## src/rtl/defog_pkg.sv

```systemverilog
// Shared types and constants for the dark-channel-prior defog pipeline.
package defog_pkg;

  localparam int unsigned PIX_W  = 8;
  localparam int unsigned RC_W   = 12;
  localparam int unsigned PROD_W = 22;
  localparam int unsigned OMEGA  = 230;
  localparam int unsigned T0     = 26;
  localparam int unsigned LUT_N  = 256;

  typedef struct packed {
    logic [PIX_W-1:0] r;
    logic [PIX_W-1:0] g;
    logic [PIX_W-1:0] b;
  } rgb_t;

  // round(65280/t); entries below T0 never get addressed and are left at 0
  function automatic logic [RC_W-1:0] recip(input logic [PIX_W-1:0] t);
    int unsigned tv;
    tv = 32'(t);
    if (tv < T0) return '0;
    return RC_W'((32'd65280 + tv / 2) / tv);
  endfunction

endpackage

```

## src/rtl/defog_recover.sv

```systemverilog
// Per-channel scene recovery: J = A + ((I-A)*Rc >>> 8), saturated to 0..255.
module defog_recover
  import defog_pkg::*;
(
  input  logic             clk,
  input  logic             reset_n,
  input  logic [PIX_W-1:0] pix,
  input  logic [PIX_W-1:0] atm,
  input  logic [RC_W-1:0]  rc,
  output logic [PIX_W-1:0] result
);

  localparam int unsigned SUM_W = PROD_W + 1;

  logic        [PIX_W:0]    d_c;
  logic signed [PROD_W-1:0] d_ext;
  logic signed [PROD_W-1:0] rc_ext;
  logic signed [PROD_W-1:0] p_c;
  logic signed [PROD_W-1:0] p_q;
  logic signed [PROD_W-1:0] q_c;
  logic        [SUM_W-1:0]  sum_c;
  logic        [PIX_W-1:0]  sat_c;

  // S3: signed difference times the transmission reciprocal
  assign d_c    = {1'b0, pix} - {1'b0, atm};
  assign d_ext  = {{(PROD_W-PIX_W-1){d_c[PIX_W]}}, d_c};
  assign rc_ext = {{(PROD_W-RC_W){1'b0}}, rc};
  assign p_c    = d_ext * rc_ext;

  always_ff @(posedge clk or negedge reset_n) begin
    if (!reset_n) p_q <= '0;
    else          p_q <= p_c;
  end

  // S4: floor shift, add A back, clamp
  assign q_c   = p_q >>> 8;
  assign sum_c = {q_c[PROD_W-1], q_c} + {{(SUM_W-PIX_W){1'b0}}, atm};

  always_comb begin
    sat_c = sum_c[PIX_W-1:0];
    if (sum_c[SUM_W-1])              sat_c = '0;
    else if (|sum_c[SUM_W-2:PIX_W])  sat_c = '1;
  end

  always_ff @(posedge clk or negedge reset_n) begin
    if (!reset_n) result <= '0;
    else          result <= sat_c;
  end

endmodule

```

## src/rtl/defog_core.sv

```systemverilog
// Streaming haze removal: dark channel, transmission, recovery, per-frame max dark.
module defog_core
  import defog_pkg::*;
(
  input  logic             clk,
  input  logic             reset_n,
  input  logic [PIX_W-1:0] r_in,
  input  logic [PIX_W-1:0] g_in,
  input  logic [PIX_W-1:0] b_in,
  input  logic             hsync,
  input  logic             vsync,
  input  logic             en,
  input  logic             frame_done,
  input  logic [PIX_W-1:0] atm_light,
  output logic [PIX_W-1:0] r_out,
  output logic [PIX_W-1:0] g_out,
  output logic [PIX_W-1:0] b_out,
  output logic             o_hsync,
  output logic             o_vsync,
  output logic             o_en,
  output logic [PIX_W-1:0] max_of_dark
);

  localparam int unsigned SYNC_W = 3;
  localparam logic [PIX_W-1:0] T0_PIX = PIX_W'(T0);

  logic [PIX_W-1:0]  dark_c;
  logic [15:0]       m_prod_c;
  logic [PIX_W-1:0]  t_c;
  logic [RC_W-1:0]   rc_c;
  logic [RC_W-1:0]   rc_rom [LUT_N];

  rgb_t              s1_pix, s2_pix;
  logic [PIX_W-1:0]  s1_dark, s2_t, acc;
  logic [SYNC_W-1:0] s1_sync, s2_sync, s3_sync, s4_sync;

  // S1: dark channel
  always_comb begin
    dark_c = r_in;
    if (g_in < dark_c) dark_c = g_in;
    if (b_in < dark_c) dark_c = b_in;
  end

  // S2: transmission, floored at T0
  assign m_prod_c = 16'(s1_dark) * 16'(OMEGA);
  always_comb begin
    t_c = 8'd255 - m_prod_c[15:8];
    if (t_c < T0_PIX) t_c = T0_PIX;
  end

  always_ff @(posedge clk or negedge reset_n) begin
    if (!reset_n) begin
      s1_pix  <= '0;
      s1_dark <= '0;
      s1_sync <= '0;
      s2_pix  <= '0;
      s2_t    <= '0;
      s2_sync <= '0;
      s3_sync <= '0;
      s4_sync <= '0;
    end else begin
      s1_pix  <= '{r: r_in, g: g_in, b: b_in};
      s1_dark <= dark_c;
      s1_sync <= {hsync, vsync, en};
      s2_pix  <= s1_pix;
      s2_t    <= t_c;
      s2_sync <= s1_sync;
      s3_sync <= s2_sync;
      s4_sync <= s3_sync;
    end
  end

  assign {o_hsync, o_vsync, o_en} = s4_sync;

  // One constant reciprocal table shared by all three channels
  for (genvar i = 0; i < LUT_N; i++) begin : g_rom
    localparam logic [RC_W-1:0] RC_VAL = recip(PIX_W'(i));
    assign rc_rom[i] = RC_VAL;
  end
  assign rc_c = rc_rom[s2_t];

  defog_recover u_rec_r (
    .clk(clk), .reset_n(reset_n), .pix(s2_pix.r), .atm(atm_light), .rc(rc_c), .result(r_out)
  );
  defog_recover u_rec_g (
    .clk(clk), .reset_n(reset_n), .pix(s2_pix.g), .atm(atm_light), .rc(rc_c), .result(g_out)
  );
  defog_recover u_rec_b (
    .clk(clk), .reset_n(reset_n), .pix(s2_pix.b), .atm(atm_light), .rc(rc_c), .result(b_out)
  );

  // Per-frame max dark; frame_done publishes and restarts, folding in the S1 pixel
  always_ff @(posedge clk or negedge reset_n) begin
    if (!reset_n) begin
      acc         <= '0;
      max_of_dark <= '0;
    end else if (frame_done) begin
      max_of_dark <= (s1_sync[0] && (s1_dark > acc)) ? s1_dark : acc;
      acc         <= s1_sync[0] ? s1_dark : '0;
    end else if (s1_sync[0] && (s1_dark > acc)) begin
      acc <= s1_dark;
    end
  end

endmodule

```

## config.mk

```make
export PLATFORM = sky130hd
export DESIGN_NAME = defog_core
export DESIGN_NICKNAME = d
export VERILOG_FILES = /design/src/rtl/defog_pkg.sv /design/src/rtl/defog_recover.sv /design/src/rtl/defog_core.sv
export SDC_FILE = /design/constraint.sdc
export NUM_CORES = 1
export LEC_CHECK = 0
export CAP_MARGIN = 30
export CORE_ASPECT_RATIO = 1.25
export CORE_MARGIN = 8
export CORE_UTILIZATION = 50
export CTS_CLUSTER_DIAMETER = 50
export DETAILED_ROUTE_END_ITERATION = 12
export PLACE_DENSITY = 0.73
export SETUP_SLACK_MARGIN = 0.2
export SLEW_MARGIN = 10
export SYNTH_ARGS = -nofsm -noshare
export SYNTH_HDL_FRONTEND = slang
export SYNTH_SLANG_ARGS = --single-unit
```

## constraint.sdc

```tcl
create_clock -name clk -period 8.6 [get_ports clk]
set_input_delay 1.29 -clock clk [delete_from_list [all_inputs] [get_ports clk]]
set_output_delay 1.29 -clock clk [all_outputs]
set_load 0.005 [all_outputs]
```

# Word level (Yosys, flattened, before mapping)
# Memory sizes are Yosys's and may differ from the RTL's.
# Cells that the tools add are included.
totals:
  word_cells: 56
  romBits: 3072
  ff_bits: 182
  output_inout_bits: 35
  inputBits: 38
  n_memories: 1
classes:
  n_mux: 14
  reduce_logical: 4
  n_bitwise: 1
  addsub: 7
  mul: 4
  order_cmp: 5
memory_table:
  columns: ["memory", "depth", "width", "read_ports", "rd_clocked_by_memory_dff", "write_ports", "line_no", "source"]
  rows:
  - ["(no name shown)", 256, 12, 1, 0, 0, "defog_core.sv:80", "assign rc_c = rc_rom[s2_t];"]
ops:
  columns: ["operator", "n"]
  rows:
  - ["8-bit 2-to-1 mux", 12]
  - ["9-bit by 13-bit multiplier with 22-bit output", 3]
  - ["14-bit by 9-bit adder with 15-bit output", 3]
  - ["14-bit OR reduction", 3]
  - ["8-bit by 8-bit subtractor with 9-bit output", 3]
  - ["12-bit 2-to-1 mux", 2]
  - ["8-bit less-than comparator", 2]
  - ["8-bit by 7-bit multiplier with 15-bit output (second input constant)", 1]
  - ["9-bit greater-or-equal comparator (second input constant)", 1]
  - ["8-bit inverter with 9-bit output", 1]
  - ["8-bit greater-than comparator", 1]
  - ["8-bit by 5-bit less-than comparator with 1-bit output (second input constant)", 1]
  - ["8-bit subtractor (first input constant)", 1]
  - ["1-bit logical AND", 1]

# Logic depth before layout (Yosys ltp)
depth:
  ltp_word: 5
  depth_mapped: 39

# Modules after synthesis
# Synthesis repeated with hierarchy kept, for this count alone.
hier_totals:
  cells_unflattened: 2420
  hier_area_um2: 22142.5
by_module_without_submodules:
  columns: ["module", "seq_area_each_um2", "n_inst", "area_per_inst_um2", "cells_per_inst"]
  rows:
  - ["defog_core", 2302.2, 1, 7109.3, 803]
  - ["defog_recover at u_rec_r", 550.5, 1, 5118.7, 544]
  - ["defog_recover at u_rec_g", 550.5, 1, 5116.2, 554]
  - ["defog_recover at u_rec_b", 550.5, 1, 4798.4, 519]

# Worst setup path before layout
# Ideal clock, no wire load.
synth_timing:
  kind: "input-to-reg"
  startpoint: "input port atm_light[1]"
  endpoint: "register u_rec_g.p_q[21]"
  arrival_time_ps: 7543
  path_stages: 28
  n_path_buf: 0
  setup_slack_ps: 977
  required_time_ps: 8520
  cell_sequence: "inv_1 -> fa_1 -> a21o_1 -> a21oi_1 -> o21bai_1 -> a21oi_1 -> o21bai_1 -> a21oi_1 -> inv_1 -> nor2_1 -> fa_1 -> inv_1 -> fa_1 -> fa_1 -> inv_1 -> fa_1 -> ha_1 -> ha_1 -> a21oi_1 -> nor2b_1 -> o21ai_0 -> nand2b_1 -> a21o_1 -> a21oi_1 -> a311oi_2 -> or3_4 -> a21oi_2 -> xnor2_1"
synth_via:
  elab_chain_len: 2
synth_lines:
  columns: ["element", "line_no", "source"]
  rows:
  - ["start, declared", "defog_core.sv:14", "input logic [PIX_W-1:0] atm_light,"]
  - ["8-bit by 8-bit subtractor with 9-bit output", "defog_recover.sv:25", "assign d_c = {1'b0, pix} - {1'b0, atm};"]
  - ["9-bit by 13-bit multiplier with 22-bit output", "defog_recover.sv:28", "assign p_c = d_ext * rc_ext;"]
  - ["named net u_rec_g.p_c[21]", "defog_recover.sv:18", "logic signed [PROD_W-1:0] p_c;"]
  - ["end signal, assigned", "defog_recover.sv:32", "else p_q <= p_c;"]
  - ["end, declared", "defog_recover.sv:19", "logic signed [PROD_W-1:0] p_q;"]
# The timed path passes the listed nets, and every way through them passes these cells.
# A chain may end at the register's enable or synchronous reset.

# Worst setup path after layout
layout_timing:
  startpoint: "input port atm_light[0]"
  endpoint: "register u_rec_b.p_q[18]"
layout_via:
  elab_chain_len: 2
layout_lines:
  columns: ["element", "line_no"]
  rows:
  - ["8-bit by 8-bit subtractor with 9-bit output", "defog_recover.sv:25"]
  - ["9-bit by 13-bit multiplier with 22-bit output", "defog_recover.sv:28"]
  - ["named net u_rec_b.p_c[18]", "defog_recover.sv:18"]
  - ["end signal, assigned", "defog_recover.sv:32"]
  - ["end, declared", "defog_recover.sv:19"]
# The timed path passes the listed nets, and every way through them passes these cells.

==> impl_metrics.py <==
metrics = {
    "clock_network": {
        "cts_made_buffers": 17,
        "cts_tree": "done",
        "htreeDepth": 4,
        "worstSkewPairLatency_ps": 450,
        "clock_sinks": 158,
        "root_buffer": "clkbuf_16",
        "cts_buffer_depth": 2,
        "clkTransAtPathRegs_ps": 70,
        "post_cts_buffers": 0,
    },
    "yosys": {
        "async_reset_ff_frac": 1.00,
        "ys.flop_type": "dfrtp_1",
        "synth_top_area_cell": "fa_1",
        "ys_types": 86,
        "synth_edf_count": 0,
        "ys_ff_latch": 158,
        "syn_inst": 2343,
        "synth_area_leaders": "fa_1 (22%), dfrtp_1 (19%), ha_1 (17%)",
        "synth_nets": 2902,
        "ys.warnings.count": 0,
        "syn_area_um2": 21200,
        "ys_seq_area_frac": 0.186,
        "synth_top_area_share": 0.215,
        "avgSynthCellArea_um2": 9.06,
    },
    "layout": {
        "stdcell_area_um2": 23800,
        "fill_cells": 3630,
        "flow.area_growth_from_synthesis_pct": 12.2,
        "multi_input_area_um2": 15600,
        "nets": 3013,
        "regArea_um2": 3960,
        "post-route-util": 0.567,
        "drive_gt1_frac": 0.101,
    },
    "floorplan": {
        "die_area_um2": 49300,
        "die_x_um": 200,
        "design.core.area_um2": 42000,
        "pin_count": 73,
        "rows": 84,
        "initial_core_util": 0.505,
        "die_y_um": 246,
    },
    "global_route": {
        "grt_pass1_wl_um": 96000,
        "antenna_found_initial": 0,
        "grt_pass1_vias": 18347,
        "grt_overflow": 0,
        "grt_usage": 0.243,
        "grt_max_degree": 100,
    },
    "drt": {
        "vias": 17225,
        "post_drt_wl_per_cell_um": 19.6,
        "drtPass1Iterations": 6,
        "drt-total-wl_um": 59300,
        "drc": 0,
        "detail-route-antenna-nets": 0,
        "drt_iter0_markers": 1158,
        "vias_per_cell": 5.69,
    },
    "sta": {
        "drv_slew": 0,
        "period_minus_slack_ps": 7980,
        "fin_crit_sh": 0.928,
        "hold_viol_final": 0,
        "relSlewSlack": 0.339,
        "worst_slew_pin_slew_ps": 983,
        "max_freq_ghz": 0.125,
        "finClkSkew_ps": 14.2,
        "final.setup.tns_ps": 0,
        "finalSetupViolCount": 0,
        "rsz0062_at_grt": "no",
    },
    "placement": {
        "globalplace.congestion": 0.969,
        "placed_cell_area_um2": 23200,
        "port_buffers": 72,
        "hpwl_um": 46900,
    },
    "worst_setup_path": {
        "path_common_cell": "a21o_1",
        "cp_slowest_cell": "clkdlybuf4s50_1",
        "crit_required_ps": 8940,
        "end_kind": "register",
        "cp-start-kind": "input pin",
        "path_class": "input pin to register",
        "path_max_fanout": 6,
        "worstPathArrival_ps": 8320,
        "cp_slowest_stage_delay_ps": 650,
    },
    "run": {
        "max-cap-violations": 0,
    },
    "worst_hold_path": {
        "min_path_type": "register to register",
    },
    "status": {
        "outcome": "complete, no violations",
    },
}
## cell usage after synthesis, types with 24 or more instances
cell      instances
a21o_1           47
a21oi_1         121
buf_2            24
clkbuf_1         64
dfrtp_1         158
fa_1            228
ha_1            293
inv_1           318
nand2_1         137
nand2b_1         67
nand3_1          32
nor2_1          229
nor2b_1          31
nor3_1           26
o211ai_1         29
o21a_1           31
o21ai_0          99
or2_2            54
xnor2_1          78
xor2_1           27
## critical path, delay by kind of cell
family	cells	cell delay [ps]
adders and majority gates	8	2830
AOI/OAI and AO/OA	11	2080
buffers and inverters	5	1330
and+or+nand+nor	8	770
## timing repair
action	in CTS	in global routing
setup endpoints to repair	0	4
hold buffers	0	0
gates resized for setup	0	3
## path summary, 6_finish.rpt
kind / startpoint / to / slack (ps) / cells after the start
hold reg to reg: s1_pix[4] / s2_pix[4] / 350 / 0
setup / recovery: atm_light[0] / u_rec_b.p_q[18] / 620 / 32
setup reg to reg: s2_t[1] / u_rec_b.p_q[18] / 700 / 36
max in group asynchronous: reset_n / s2_t[2] / 6500 / 3
min in group asynchronous: reset_n / u_rec_g.p_q[13] / 640 / 1
hold / removal: s1_pix[4] / s2_pix[4] / 350 / 0
## cell usage in the layout (no fill, tap or decap), types with 7 or more instances in the layout
cell / netlist / routed
nor2_1: 229 / 229
a211oi_1: 9 / 9
ha_1: 293 / 293
or2_2: 54 / 54
or3_1: 22 / 22
nor3_1: 26 / 26
and3_1: 7 / 7
o21a_1: 31 / 31
xor2_1: 27 / 27
o21bai_1: 9 / 9
o22ai_1: 13 / 13
nand2_1: 137 / 137
a21o_1: 47 / 47
mux2i_1: 13 / 13
dfrtp_1: 158 / 155
fa_1: 228 / 228
a21oi_1: 121 / 119
nor2b_1: 31 / 31
o211ai_1: 29 / 29
nand3_1: 32 / 32
inv_1: 318 / 318
buf_4: 5 / 118
xnor2_1: 78 / 77
clkdlybuf4s50_1: 0 / 71
o31ai_1: 8 / 7
clkbuf_16: 0 / 17
o21ai_0: 99 / 96
a31oi_1: 14 / 14
o21ai_1: 8 / 10
nand2b_1: 67 / 67
nand4_1: 14 / 14
and2_1: 15 / 15
## through the flow
step           worst slack (ps)  cells  hold WS (ps)
2_1_floorplan               977   2343           331
3_5_place_dp               96.2   2993           335
3_3_place_gp                340   2991           333
4_1_cts                     547   3025           351
5_1_grt                     239   3026           353
6_report                    617   3028           350
## registers in the layout, indices dropped and copies added, names as in the netlist, 14 cells and up
| signal | cells |
|---|---|
| u_rec_g.p_q | 14 |
| s2_pix | 24 |
| u_rec_r.p_q | 14 |
| s1_pix | 24 |
| u_rec_b.p_q | 14 |
## kinds of logic (layout without fill, tap and decap cells)
group | Yosys count | after routing | share of synthesized area
muxes | 21 | 21 | 0.0121
adders and majority gates | 521 | 521 | 0.388
xor gates and xnor gates | 105 | 105 | 0.0433
and+or+nand+nor | 656 | 656 | 0.149
other | 0 | 2 | 0
AOI/OAI and AO/OA | 456 | 456 | 0.141
buffers and inverters | 426 | 550 | 0.0799
DFF | 158 | 158 | 0.186
## metal layers
metal | vias to the layer above | global-route usage | share of wire
li1 | 7960 | - | -
met1 | 8481 | 0.282 | 0.39
met2 | 609 | 0.421 | 0.49
met3 | 175 | 0.0463 | 0.062
met4 | 0 | 0.133 | 0.054
met5 | - | 0 | 0
## cell type report
cell class	count	area share
Sequential cell	158	0.166
Clock buffer	18	0.0184
Antenna cell	2	0.000210
Multi-Input combinational cell	1759	0.655
Tap cell	559	0.0294
Inverter	321	0.0506
Timing Repair Buffer	197	0.0735
Clock inverter	14	0.00709
Power is left out: the tool's default activity adds up to more than one toggle a clock period on the data nets, which glitch-free logic cannot reach.
==> RTL change 1 (config.mk and constraints unchanged) <==
Reset style: synchronous (`reset_n`), changed in 4 clocked blocks.
--- a/src/rtl/defog_recover.sv
+++ b/src/rtl/defog_recover.sv
@@ -29,3 +29,3 @@
 
-  always_ff @(posedge clk or negedge reset_n) begin
+  always_ff @(posedge clk) begin
     if (!reset_n) p_q <= '0;
@@ -44,3 +44,3 @@
 
-  always_ff @(posedge clk or negedge reset_n) begin
+  always_ff @(posedge clk) begin
     if (!reset_n) result <= '0;
--- a/src/rtl/defog_core.sv
+++ b/src/rtl/defog_core.sv
@@ -50,3 +50,3 @@
 
-  always_ff @(posedge clk or negedge reset_n) begin
+  always_ff @(posedge clk) begin
     if (!reset_n) begin
@@ -92,3 +92,3 @@
   // Per-frame max dark; frame_done publishes and restarts, folding in the S1 pixel
-  always_ff @(posedge clk or negedge reset_n) begin
+  always_ff @(posedge clk) begin
     if (!reset_n) begin
Behaviour: differs if reset_n is asserted again (counterexample within 4 cycles, from zero or initial values and one cycle with reset_n low); with reset_n held inactive, the same outputs for 4 cycles.
==> RTL change 1 against the original RTL <==
Final cell count rose by 0.36%; setup slack improved by 0.00073 ns; design area fell by 2.6%; synthesized area decreased by 2.5%; sequential cell count unchanged; die area is 2.3% lower; routed wire length decreased by 1.4%; sequential share of layout area decreased by 3.0 points; first-iteration DRC count decreased by 9.2%; count of clock-buffer cells in the layout is the same; critical endpoint is now u_rec_b.p_q[20].
Power is not shown: default switching activity piles up to over one toggle a cycle in this logic, so the estimate is an artifact.
==> RTL change 1: results (changes against the original RTL) <==
- Status: complete, no violations (unchanged)
- First-pass GRT wire length: 95000 microns (was 96000 microns)
- Top_reg_cell synth: dfxtp_1 (was dfrtp_1)
- ANT cells: 0 (was 2)
- Worst relative slew slack: 0.385 (was 0.339)
- Compound-Gate Fraction of Synth Area: 0.137 (was 0.141)
- Gp weighted congestion: 0.935 (was 0.969)
- Initial antenna violation count: 1 (was 0)
- Main area contributors after synthesis: fa_1 (22%), ha_1 (18%), dfxtp_1 (15%), inv_1 (5.5%), nor2_1 (5.1%) (was fa_1 (22%), dfrtp_1 (19%), ha_1 (17%), inv_1 (5.6%), nor2_1 (4.0%))
- WL per Instance: 19.2 microns (was 19.6 microns)
- GR Util All Layers: 0.247 (was 0.243)
- Reg2reg start: s2_t[1] (unchanged)
- Hold EP: s3_sync[0] (was s2_pix[4])
- R2R cell count: 27 (was 36)
- Hold path depth: 1 (was 0)
- Share of cells above drive strength 1: 0.106 (was 0.101)
- Routed vias/inst: 5.72 (was 5.69)
- Synthesized Nets: 2939 (was 2902)
- Seq/Total Area, Yosys: 0.153 (was 0.186)
- Max incr delay on CP: 0.56 ns (was 0.65 ns)
- Mux cell area share after synthesis: 0.0268 (was 0.0121)
- Reg2Reg Setup Slack: 0.68 ns (was 0.70 ns)
- Largest net degree at the start of global routing: 84 (was 100)
- Crit path to: u_rec_b.p_q[20] (was u_rec_b.p_q[18])
- Asr flop ratio synth: 0 (was 1.00)
- Avg Cell Area, Syn: 8.70 sq um (was 9.06 sq um)
- Hold_sp: s2_sync[0] (was s1_pix[4])
- CP startpoint: atm_light[1] (was atm_light[0])
## RTL change 1: changes by cell type in the layout (fill, tap and decap cells not counted), moves of 17 or more
cell | before | now
o21a_1 | 31 | 8
dfxtp_1 | 0 | 155
nand2_1 | 137 | 109
o211ai_1 | 29 | 8
nor2_1 | 229 | 282
and2_1 | 15 | 69
or2_2 | 54 | 71
dfrtp_1 | 155 | 0
## RTL change 1: per-stage QoR
step / instance area [sq um] / hold slack [ns]
floorplan: 20700 / 0.412
global placement: 22600 / 0.413
detailed placement: 22600 / 0.418
CTS: 23200 / 0.436
global route: 23200 / 0.455
finish: 23200 / 0.428
## RTL change 1: area by class of cell
type                    count  area (sq um)
clock buffers              18           439
clock inverters            14           146
fillers                  3605         17700
inverters                 306          1150
multi-input cells        1801         15900
flip-flops and latches    158          3170
well taps                 552           691
repair buffers            190          1670
## RTL change 1: metal layers
metal | GRT usage | wire length (microns)
met2 | 0.431 | 29000
met5 | 0 | 13
met4 | 0.130 | 3080
met1 | 0.286 | 22700
met3 | 0.0410 | 3670
==> RTL change 2 (same settings) <==
Without the edit above. Register the input `g_in` before use, cleared by the reset. The logic sees it one clock later. The other inputs are not delayed to match.
--- a/src/rtl/defog_core.sv
+++ b/src/rtl/defog_core.sv
@@ -26,2 +26,12 @@
 
+  logic [PIX_W-1:0] g_q;
+
+  always_ff @(posedge clk or negedge reset_n) begin
+    if (!reset_n) begin
+      g_q <= '0;
+    end else begin
+      g_q <= g_in;
+    end
+  end
+
   logic [PIX_W-1:0]  dark_c;
@@ -39,3 +49,3 @@
     dark_c = r_in;
-    if (g_in < dark_c) dark_c = g_in;
+    if (g_q < dark_c) dark_c = g_q;
     if (b_in < dark_c) dark_c = b_in;
@@ -61,3 +71,3 @@
     end else begin
-      s1_pix  <= '{r: r_in, g: g_in, b: b_in};
+      s1_pix  <= '{r: r_in, g: g_q, b: b_in};
       s1_dark <= dark_c;
Function: changed (a bounded check fails within 4 cycles, from zero or initial values and one cycle with reset_n low).
==> RTL change 2 against the original RTL <==
Non-clock buffer count shrank 7; synthesized area increased by 1.4%; sequential cell count is 8 higher; fmax rose by 0.67%; setup slack better by 0.053 ns; design area grew 0.90%; core utilization fell by 0.44 points; routed wire length increased by 0.81%; critical path type unchanged.
Power is not shown: default switching activity piles up to over one toggle a cycle in this logic, so the estimate is an artifact.
==> RTL change 2: results (changes against the original RTL) <==
- Status: complete, no violations (unchanged)
- CP startpoint: atm_light[1] (was atm_light[0])
- Crit path max-delay cell type: fa_1 (was clkdlybuf4s50_1)
- Synthesized Nets: 2922 (was 2902)
- H-tree Lvls: 4 (unchanged)
- Asr flop ratio synth: 1.00 (unchanged)
- GR Util All Layers: 0.242 (was 0.243)
- Share of cells above drive strength 1: 0.0961 (was 0.101)
- Clk Latency, worst-skew pair: 0.47 ns (was 0.45 ns)
- Root buf cell: clkbuf_16 (unchanged)
- Initial detailed-routing violation count: 1105 (was 1158)
- First-pass GRT wire length: 95300 microns (was 96000 microns)
- Slew @ Worst Pin: 0.921 ns (was 0.983 ns)
- Filler cells: 3784 (was 3630)
- Cell variety after synth: 82 (was 86)
- Reg2reg start: s2_t[1] (unchanged)
- Vias in the first global route: 18600 (was 18300)
- Gp weighted congestion: 0.985 (was 0.969)
- Hold_sp: s1_pix[22] (was s1_pix[4])
- Final #Nets: 3022 (was 3013)
- Hold WS: 0.345 ns (was 0.350 ns)
- Via count: 17700 (was 17200)
- Critical-path maximum fanout: 6 (unchanged)
- Max incr delay on CP: 0.56 ns (was 0.65 ns)
- WL per Instance: 19.7 microns (was 19.6 microns)
- Main area contributors after synthesis: fa_1 (21%), dfrtp_1 (19%), ha_1 (17%), inv_1 (5.1%), nor2_1 (4.2%) (was fa_1 (22%), dfrtp_1 (19%), ha_1 (17%), inv_1 (5.6%), nor2_1 (4.0%))
- Detailed Place HPWL: 47800 microns (was 46900 microns)
- Resized cells post-CTS: 0 (unchanged)
- Setup Buffers After CTS: 0 (unchanged)
- Reg2Reg Setup Slack: 0.99 ns (was 0.70 ns)
- Initial DRT Pass Iterations: 5 (was 6)
- Yosys warnings: 0 (unchanged)
- Max Root-Sink Buffers: 2 (unchanged)
- Synthesized netlist cell count: 2363 (was 2343)
- Setup Skew: 0.0113 ns (was 0.0142 ns)
- Top_reg_cell synth: dfrtp_1 (unchanged)
- Largest net degree at the start of global routing: 97 (was 100)
- Top post-synthesis cells by count: ha_1 (293), inv_1 (292), nor2_1 (243), fa_1 (228), dfrtp_1 (166) (was inv_1 (318), ha_1 (293), nor2_1 (229), fa_1 (228), dfrtp_1 (158))
- CTS buffer count: 17 (unchanged)
- ANT cells: 0 (was 2)
- Clock Pin Slew Worst Setup and Hold Paths: 0.07 ns (about the same)
- Top flop regs: s1_pix: 24 flops, s2_pix: 24 flops (unchanged)
- Hold Path Class: flop to flop (unchanged)
- Initial antenna violation count: 1 (was 0)
- PortBufs: 72 (unchanged)
- Seq/Total Area, Yosys: 0.193 (was 0.186)
## RTL change 2: changes by cell type in the layout (fill, tap and decap cells not counted), sizes merged, moves of 9 or more
cell / unedited run / this run
nand2b: 67 / 94
nand3: 32 / 22
o22ai: 13 / 2
nor2: 230 / 244
a211oi: 9 / 23
o21ai: 107 / 98
inv: 326 / 297
mux2i: 13 / 22
a21oi: 123 / 138
## RTL change 2: worst paths after layout
kind	end	depth (start not counted)
worst max-delay path	u_rec_b.p_q[21]	29
worst min-delay path	s2_pix[22]	0
worst max register to register	u_rec_r.p_q[16]	30
worst min register to register	s2_pix[22]	0
max in group asynchronous	s2_t[3]	3
min in group asynchronous	u_rec_r.p_q[18]	1
## RTL change 2: layout make-up
type                            instances  area [sq um]  share of cell area
Clock buffer                           21           460              0.0192
Clock inverter                         11           139             0.00578
Inverter                              293          1100              0.0458
Multi-Input combinational cell       1795         15800               0.657
Sequential cell                       166          4160               0.173
Tap cell                              565           707              0.0294
Timing Repair Buffer                  190          1690              0.0703
## RTL change 2: routing by layer
| layer | up-vias | GRT usage | part of all wire |
|---|---|---|---|
| li1 | 8043 | - | - |
| met1 | 8709 | 0.257 | 0.36 |
| met2 | 727 | 0.434 | 0.50 |
| met3 | 228 | 0.0402 | 0.065 |
| met4 | 0 | 0.174 | 0.071 |
| met5 | - | 0 | 0 |
## RTL change 2: metrics by stage
step / setup WS, ns / std cells / cell area [sq um] / utilization
finish: 0.670 / 3041 / 24000 / 0.562
global route: 0.360 / 3041 / 24000 / 0.562
CTS: 0.705 / 3040 / 24000 / 0.562
detailed placement: 0.215 / 3008 / 23400 / 0.548
global placement: 0.392 / 3008 / 23400 / 0.548
floorplan: 0.755 / 2363 / 21500 / -
## RTL change 2: cells by family after synthesis
| group | count (synthesis) | synth area share |
|---|---|---|
| simple gates | 688 | 0.156 |
| fa+ha+maj | 521 | 0.382 |
| compound gates | 459 | 0.141 |
| buf+inv | 402 | 0.0742 |
| flops | 166 | 0.193 |
| xor+xnor | 101 | 0.0411 |
| mux | 26 | 0.0128 |
## RTL change 2: worst max-delay path, delay by kind of cell
family,cells,cell delay [ns]
adder cells (fa/ha/maj),7,2.85
XOR/XNOR,2,0.59
buffers and inverters,6,1.08
AND/OR/NAND/NOR,5,0.83
AO/OA/AOI/OAI,9,1.61
